$ cat config.mk
export PLATFORM = sky130hd
export DESIGN_NAME = mul_div_32
export DESIGN_NICKNAME = d
export VERILOG_FILES = /design/src/rtl/mul_div_32.sv
export SDC_FILE = /design/constraint.sdc
export NUM_CORES = 1
export LEC_CHECK = 0
export BUFFER_PORTS_ARGS = -buffer_cell sky130_fd_sc_hd__buf_2
export CAP_MARGIN = 20
export CORE_ASPECT_RATIO = 0.5
export CORE_MARGIN = 8
export CORE_UTILIZATION = 44
export CTS_CLUSTER_SIZE = 20
export DETAILED_ROUTE_END_ITERATION = 8
export SETUP_SLACK_MARGIN = 0.4
export SLEW_MARGIN = 5
export SYNTH_ARGS = -nofsm -noshare
export SYNTH_HDL_FRONTEND = slang
export SYNTH_SLANG_ARGS = --single-unit
$ cat constraint.sdc
create_clock -name in_clk -period 13.6 [get_ports in_clk]
set_input_delay 3.4 -clock in_clk [delete_from_list [all_inputs] [get_ports in_clk]]
set_output_delay 3.4 -clock in_clk [all_outputs]
set_load 0.005 [all_outputs]
$ cat src/rtl/mul_div_32.sv
// ---------------------------------------------------------------------------
// mul_div_32
//
// Multi-cycle signed multiply / divide stage for the MUL and DIV opcodes.
// A fixed-length iteration (radix-2 Booth for MUL, restoring division on
// magnitudes for DIV) produces a 2*WIDTH-bit result split into HI / LO.
// The latency is the same for every operand value, so the control unit
// only needs to stall on out_busy and wait for out_done.
//
// Ports:
//   in_clk           clock, all state updates on the rising edge
//   in_rst           asynchronous, active-high reset
//   in_start         request a new operation (sampled only in IDLE)
//   in_opcode        4'b1000 = MUL, 4'b1001 = DIV, anything else ignored
//   in_a             multiplicand / dividend (signed)
//   in_b             multiplier / divisor (signed)
//   out_busy         high while an accepted operation is in progress
//   out_done         one-cycle pulse; out_hi / out_lo valid from here on
//   out_hi           MUL: upper product word, DIV: remainder
//   out_lo           MUL: lower product word, DIV: quotient
//   out_div_by_zero  DIV with in_b = 0; held until the next acceptance
// ---------------------------------------------------------------------------
module mul_div_32 #(
    parameter int WIDTH = 32
) (
    input  logic             in_clk,
    input  logic             in_rst,
    input  logic             in_start,
    input  logic [3:0]       in_opcode,
    input  logic [WIDTH-1:0] in_a,
    input  logic [WIDTH-1:0] in_b,
    output logic             out_busy,
    output logic             out_done,
    output logic [WIDTH-1:0] out_hi,
    output logic [WIDTH-1:0] out_lo,
    output logic             out_div_by_zero
);

    localparam logic [3:0] OP_MUL = 4'b1000;
    localparam logic [3:0] OP_DIV = 4'b1001;
    localparam int         CW     = $clog2(WIDTH);
    localparam logic [CW-1:0] LAST_ITER = CW'(WIDTH - 1);

    typedef enum logic [1:0] {
        S_IDLE,
        S_RUN,
        S_FINISH,
        S_DONE
    } state_t;

    // Two's-complement magnitude; -2^(WIDTH-1) maps to 2^(WIDTH-1), which
    // still fits as an unsigned WIDTH-bit value.
    function automatic logic [WIDTH-1:0] mag(input logic [WIDTH-1:0] v);
        return v[WIDTH-1] ? -v : v;
    endfunction

    // ------------------------------------------------------------------
    // State
    // ------------------------------------------------------------------
    state_t           state_q,    state_d;
    logic [CW-1:0]    cnt_q,      cnt_d;
    logic             is_div_q,   is_div_d;
    logic             sign_a_q,   sign_a_d;
    logic             sign_b_q,   sign_b_d;
    logic             b_zero_q,   b_zero_d;
    logic [WIDTH-1:0] a_q,        a_d;
    // MUL: multiplicand. DIV: divisor magnitude.
    logic [WIDTH-1:0] m_q,        m_d;
    // MUL: {acc_hi, acc_lo} is the Booth accumulator, acc_hi carries one
    //      guard bit so that subtracting -2^(WIDTH-1) cannot overflow.
    // DIV: acc_hi holds the partial remainder, acc_lo the dividend bits
    //      being shifted out and the quotient bits being shifted in.
    logic [WIDTH:0]   acc_hi_q,   acc_hi_d;
    logic [WIDTH-1:0] acc_lo_q,   acc_lo_d;
    logic             booth_q,    booth_d;     // Booth q(-1) bit
    logic             busy_q,     busy_d;
    logic             done_q,     done_d;
    logic [WIDTH-1:0] hi_q,       hi_d;
    logic [WIDTH-1:0] lo_q,       lo_d;
    logic             dbz_q,      dbz_d;

    // ------------------------------------------------------------------
    // Datapath for one iteration
    // ------------------------------------------------------------------
    logic [WIDTH:0]   m_ext;
    logic [WIDTH:0]   booth_sum;
    logic [WIDTH:0]   booth_hi;
    logic [WIDTH-1:0] booth_lo;

    logic [WIDTH:0]   div_shift;
    logic [WIDTH+1:0] div_trial;
    logic [WIDTH:0]   div_hi;
    logic [WIDTH-1:0] div_lo;

    logic [WIDTH-1:0] quo_fixed;
    logic [WIDTH-1:0] rem_fixed;

    always_comb begin
        m_ext = {m_q[WIDTH-1], m_q};

        // Booth recoding of {Q[0], q(-1)}: 01 adds, 10 subtracts.
        unique case ({acc_lo_q[0], booth_q})
            2'b01:   booth_sum = acc_hi_q + m_ext;
            2'b10:   booth_sum = acc_hi_q - m_ext;
            default: booth_sum = acc_hi_q;
        endcase
        // Arithmetic shift right of the whole accumulator.
        booth_hi = {booth_sum[WIDTH], booth_sum[WIDTH:1]};
        booth_lo = {booth_sum[0], acc_lo_q[WIDTH-1:1]};

        // Restoring step: bring in the next dividend bit, try to subtract.
        // The partial remainder is always below the divisor, so bit WIDTH
        // of either candidate is zero and the restored value fits.
        div_shift = {acc_hi_q[WIDTH-1:0], acc_lo_q[WIDTH-1]};
        div_trial = {1'b0, div_shift} - {2'b00, m_q};
        if (div_trial[WIDTH+1]) begin
            div_hi = div_shift;
            div_lo = {acc_lo_q[WIDTH-2:0], 1'b0};
        end else begin
            div_hi = div_trial[WIDTH:0];
            div_lo = {acc_lo_q[WIDTH-2:0], 1'b1};
        end

        // Truncation toward zero: quotient negative when signs differ,
        // remainder follows the dividend.
        quo_fixed = (sign_a_q ^ sign_b_q) ? -acc_lo_q : acc_lo_q;
        rem_fixed = sign_a_q ? -acc_hi_q[WIDTH-1:0] : acc_hi_q[WIDTH-1:0];
    end

    // ------------------------------------------------------------------
    // Next-state logic
    // ------------------------------------------------------------------
    always_comb begin
        // NOTE: every signal assigned here gets a default first, so no path
        // leaves a value unassigned and no latch is inferred.
        state_d  = state_q;
        cnt_d    = cnt_q;
        is_div_d = is_div_q;
        sign_a_d = sign_a_q;
        sign_b_d = sign_b_q;
        b_zero_d = b_zero_q;
        a_d      = a_q;
        m_d      = m_q;
        acc_hi_d = acc_hi_q;
        acc_lo_d = acc_lo_q;
        booth_d  = booth_q;
        hi_d     = hi_q;
        lo_d     = lo_q;
        dbz_d    = dbz_q;

        // Handshake outputs are registered from the current state, so they
        // trail the state register by one clock.
        busy_d   = (state_q == S_RUN) || (state_q == S_FINISH);
        done_d   = (state_q == S_DONE);

        unique case (state_q)
            S_IDLE: begin
                if (in_start && ((in_opcode == OP_MUL) || (in_opcode == OP_DIV))) begin
                    state_d  = S_RUN;
                    cnt_d    = '0;
                    is_div_d = (in_opcode == OP_DIV);
                    sign_a_d = in_a[WIDTH-1];
                    sign_b_d = in_b[WIDTH-1];
                    b_zero_d = (in_b == '0);
                    a_d      = in_a;
                    acc_hi_d = '0;
                    booth_d  = 1'b0;
                    dbz_d    = 1'b0;
                    if (in_opcode == OP_DIV) begin
                        m_d      = mag(in_b);
                        acc_lo_d = mag(in_a);
                    end else begin
                        m_d      = in_a;
                        acc_lo_d = in_b;
                    end
                end
            end

            S_RUN: begin
                if (is_div_q) begin
                    acc_hi_d = div_hi;
                    acc_lo_d = div_lo;
                end else begin
                    acc_hi_d = booth_hi;
                    acc_lo_d = booth_lo;
                    booth_d  = acc_lo_q[0];
                end
                if (cnt_q == LAST_ITER) begin
                    cnt_d   = '0;
                    state_d = S_FINISH;
                end else begin
                    cnt_d   = cnt_q + 1'b1;
                end
            end

            S_FINISH: begin
                if (!is_div_q) begin
                    hi_d = acc_hi_q[WIDTH-1:0];
                    lo_d = acc_lo_q;
                end else if (b_zero_q) begin
                    hi_d  = a_q;
                    lo_d  = '1;
                    dbz_d = 1'b1;
                end else begin
                    hi_d = rem_fixed;
                    lo_d = quo_fixed;
                end
                state_d = S_DONE;
            end

            S_DONE: begin
                state_d = S_IDLE;
            end

            default: state_d = S_IDLE;
        endcase
    end

    // ------------------------------------------------------------------
    // Registers
    // ------------------------------------------------------------------
    // NOTE: sequential state uses non-blocking assignments so every flop
    // samples the pre-edge values, independent of statement order.
    // NOTE: all state is reset, including the datapath registers, so an
    // operation interrupted by reset leaves nothing behind.
    always_ff @(posedge in_clk or posedge in_rst) begin
        if (in_rst) begin
            state_q  <= S_IDLE;
            cnt_q    <= '0;
            is_div_q <= 1'b0;
            sign_a_q <= 1'b0;
            sign_b_q <= 1'b0;
            b_zero_q <= 1'b0;
            a_q      <= '0;
            m_q      <= '0;
            acc_hi_q <= '0;
            acc_lo_q <= '0;
            booth_q  <= 1'b0;
            busy_q   <= 1'b0;
            done_q   <= 1'b0;
            hi_q     <= '0;
            lo_q     <= '0;
            dbz_q    <= 1'b0;
        end else begin
            state_q  <= state_d;
            cnt_q    <= cnt_d;
            is_div_q <= is_div_d;
            sign_a_q <= sign_a_d;
            sign_b_q <= sign_b_d;
            b_zero_q <= b_zero_d;
            a_q      <= a_d;
            m_q      <= m_d;
            acc_hi_q <= acc_hi_d;
            acc_lo_q <= acc_lo_d;
            booth_q  <= booth_d;
            busy_q   <= busy_d;
            done_q   <= done_d;
            hi_q     <= hi_d;
            lo_q     <= lo_d;
            dbz_q    <= dbz_d;
        end
    end

    assign out_busy        = busy_q;
    assign out_done        = done_q;
    assign out_hi          = hi_q;
    assign out_lo          = lo_q;
    assign out_div_by_zero = dbz_q;

endmodule

==> impl_metrics.json <==
{
  "status": "completed",
  "fin_area_um2": 18700,
  "holdCritStartpoint": "out_hi[1]",
  "grt_pass1_wl_um": 88200,
  "numPortBuffers": 137,
  "htreeDepth": 1,
  "synth-main-ff-cell": "dfrtp_1",
  "cts_resized": 0,
  "drc": 0,
  "fmax_mhz": 168,
  "min_to": "out_hi[1]",
  "sequentialPowerShare": 0.244,
  "tns_ns": 0,
  "clock-sinks": 207,
  "grt_pass1_vias": 14900,
  "hpwl_um": 41600,
  "wl_per_cell_um": 21.3,
  "synthesis.instances": 2100,
  "finalClockSkew_ns": 0.0170,
  "num_vias": 16000,
  "drt-total-wl_um": 56900,
  "ys_warn_count": 0,
  "ant_nets": 0,
  "first_pass_iters": 5,
  "worstSetupPathType": "input port to flop",
  "synth_top_cell_by_area": "dfrtp_1",
  "cts_tree": "built",
  "regToRegStartpoint": "m_q[14]",
  "cp.buffers_inverters": 1,
  "antenna_found_initial": 10,
  "postCtsSetupBuffers": 0,
  "worst_path_dominant_cell_family": "simple AND/OR/NAND/NOR gates",
  "r2r_end": "acc_hi_q[30]",
  "path_cells": "buf_2 > or4_4 > or4_1 > or2_4 > or4_4 > or4_1 > nand3_1 > o2111ai_1 > a21oi_1 > a21oi_1 > o21ai_0",
  "clk_transition_reported_paths_ns": 0.06,
  "hold_viol_final": 0,
  "grt_usage": 0.243,
  "gr-total-overflow": 0,
  "clock_path_buffers": 3,
  "p_per_area_nw_per_um2": 278,
  "viasPerCell": 6.02,
  "r2r_slack_ns": 8.47,
  "root_buffer": "clkbuf_16",
  "finalNetCount": 2295,
  "cp_slowest_cell": "or4_4",
  "critPathLaunch": "in_a[6]",
  "drt_iter0_drc": 1404,
  "grt_setup_unrepaired": "no",
  "layout_commonest_cell": "nand2_1",
  "core_area_um2": 37500,
  "synth_edf_count": 0,
  "fin_crit_sh": 0.438,
  "yosysTopAreaCellShare": 0.308,
  "yosys.cell_types.count": 72,
  "p_sw_frac": 0.490,
  "grt_max_degree": 102,
  "clock_latency_ns": 0.54,
  "fp.dieW_um": 293,
  "reg2regPathDepth": 15,
  "synth_nets": 2249,
  "startpoint_type": "input port",
  "tightest_slew_ns": 1.13,
  "final_max_slew_viol_count": 0,
  "ys_seq_area_frac": 0.308,
  "intPower_w": 0.00265,
  "fp.dieArea_um2": 45200,
  "p_comb_frac": 0.625,
  "period_needed_ns": 5.95,
  "min_path_type": "flop to flop",
  "cts_hold_buffers": 0,
  "die_h_um": 154,
  "cap_violations": 0,
  "slew_headroom": 0.247,
  "globalplace.congestion": 0.918,
  "clockPowerShare": 0.130,
  "post_route_cells_drive_above_1_share": 0.126,
  "synth_area_per_cell_um2": 8.02,
  "ios": 138,
  "p_sw_w": 0.00255,
  "ir_drop_mv": 0.108,
  "final_cell_mix": "nand2_1 (250), o21ai_0 (236), dfrtp_1 (205)",
  "cellLeakagePower_nw": 8.28,
  "layout-area-overhead-vs-synth_pct": 11.0,
  "cts_buffers": 23,
  "cp_data_arrival_time_ns": 6.41,
  "ys_top_cells_by_area": "dfrtp_1 (31%), o21ai_0 (7.0%), ha_1 (5.6%)",
  "std_cell_rows": 50,
  "fill_cells": 3705,
  "worstHoldPathCells": 1,
  "async_flop_share": 1.00,
  "cp_data_required_time_ns": 14.05,
  "critPathMaxStageDelay_ns": 0.57,
  "critPathMaxFanout": 7,
  "setup_violations": 0,
  "end_kind": "flop",
  "placed_area_um2": 17800,
  "start_util": 0.449,
  "ys_ff_latch": 207,
  "netlist_area_um2": 16800
}
-- worst max-delay path by stage --
stage,cells past startpoint,end
after floorplan,1,a_q[0]
after detailed placement,11,acc_lo_q[22]
after global placement,11,acc_lo_q[22]
after global routing,11,acc_lo_q[19]
final,11,acc_lo_q[19]
after CTS,11,acc_lo_q[19]
-- routing by layer --
metal	routed length, um	vias to the layer above	track usage
met1	27200	7720	0.359
met2	23900	566	0.354
li1	-	7684	-
met5	25	-	0
met4	1070	4	0.0555
met3	4720	67	0.0559
-- power by group through the flow --
stage | Sequential [W] | Clock (W) | Combinational [W]
finish | 0.00127 | 0.000677 | 0.00325
global route | 0.00130 | 0.000708 | 0.00361
CTS | 0.00125 | 0.000686 | 0.00319
detailed placement | 0.00126 | 0 | 0.00316
global placement | 0.00126 | 0 | 0.00315
floorplan | 0.00108 | 0 | 0.00245
-- flip-flops by register name, indices dropped and copies added (netlist names) --
name / count
acc_hi_q: 33
acc_lo_q: 32
m_q: 32
out_hi: 32
out_lo: 32
a_q: 31
cnt_q: 5
state_q: 2
b_zero_q: 1
booth_q: 1
is_div_q: 1
out_busy: 1
out_div_by_zero: 1
out_done: 1
sign_a_q: 1
sign_b_q: 1
-- final cells by class --
type	instances	area, um2	share of cell area
diodes	8	20.0	0.00107
clock buffers	34	677	0.0362
clock inverters	8	121	0.00650
inverters	76	293	0.0157
multi-input cells	1680	10900	0.582
flip-flops and latches	207	5180	0.278
well taps	494	618	0.0331
repair buffers	158	893	0.0478
-- cells in the mapped netlist (all sizes together), types with 6 or more instances --
library cell / number
a211o: 8
a211oi: 16
a21o: 48
a21oi: 184
a221o: 6
a221oi: 8
a22o: 18
a22oi: 10
a2bb2oi: 9
a31oi: 21
a41oi: 8
and2: 8
and3: 20
buf: 21
clkbuf: 116
dfrtp: 207
ha: 76
inv: 75
mux2: 53
mux2i: 50
nand2: 250
nand2b: 20
nand3: 26
nor2: 143
nor2b: 14
nor3: 63
nor4: 14
o211ai: 15
o21a: 9
o21ai: 238
o22a: 34
o22ai: 13
o31ai: 29
o41ai: 11
or2: 8
or3: 16
or4: 16
xnor2: 83
xor2: 79
-- cells by family (layout without fill, tap and decap cells) --
kind of cell / Yosys count / after routing / share of synthesized area
compound gates: 721 / 721 / 0.268
simple gates: 616 / 616 / 0.168
buf+inv: 213 / 276 / 0.0483
flops: 207 / 207 / 0.308
xor+xnor: 162 / 162 / 0.0843
mux: 103 / 103 / 0.0652
fa+ha+maj: 78 / 78 / 0.0589
other cells: 0 / 8 / 0
-- metrics by stage --
stage	cells	hold slack, ns	setup WS (ns)	total power (W)	util
after floorplan	2100	0.437	4.55	0.00353	-
after global placement	2611	0.462	7.15	0.00441	0.474
after detailed placement	2611	0.472	7.13	0.00442	0.474
after CTS	2653	0.485	7.67	0.00513	0.495
after global routing	2665	0.498	7.52	0.00562	0.498
final	2665	0.482	7.65	0.00520	0.498
Note: power is estimated with default switching activity, not from simulation.
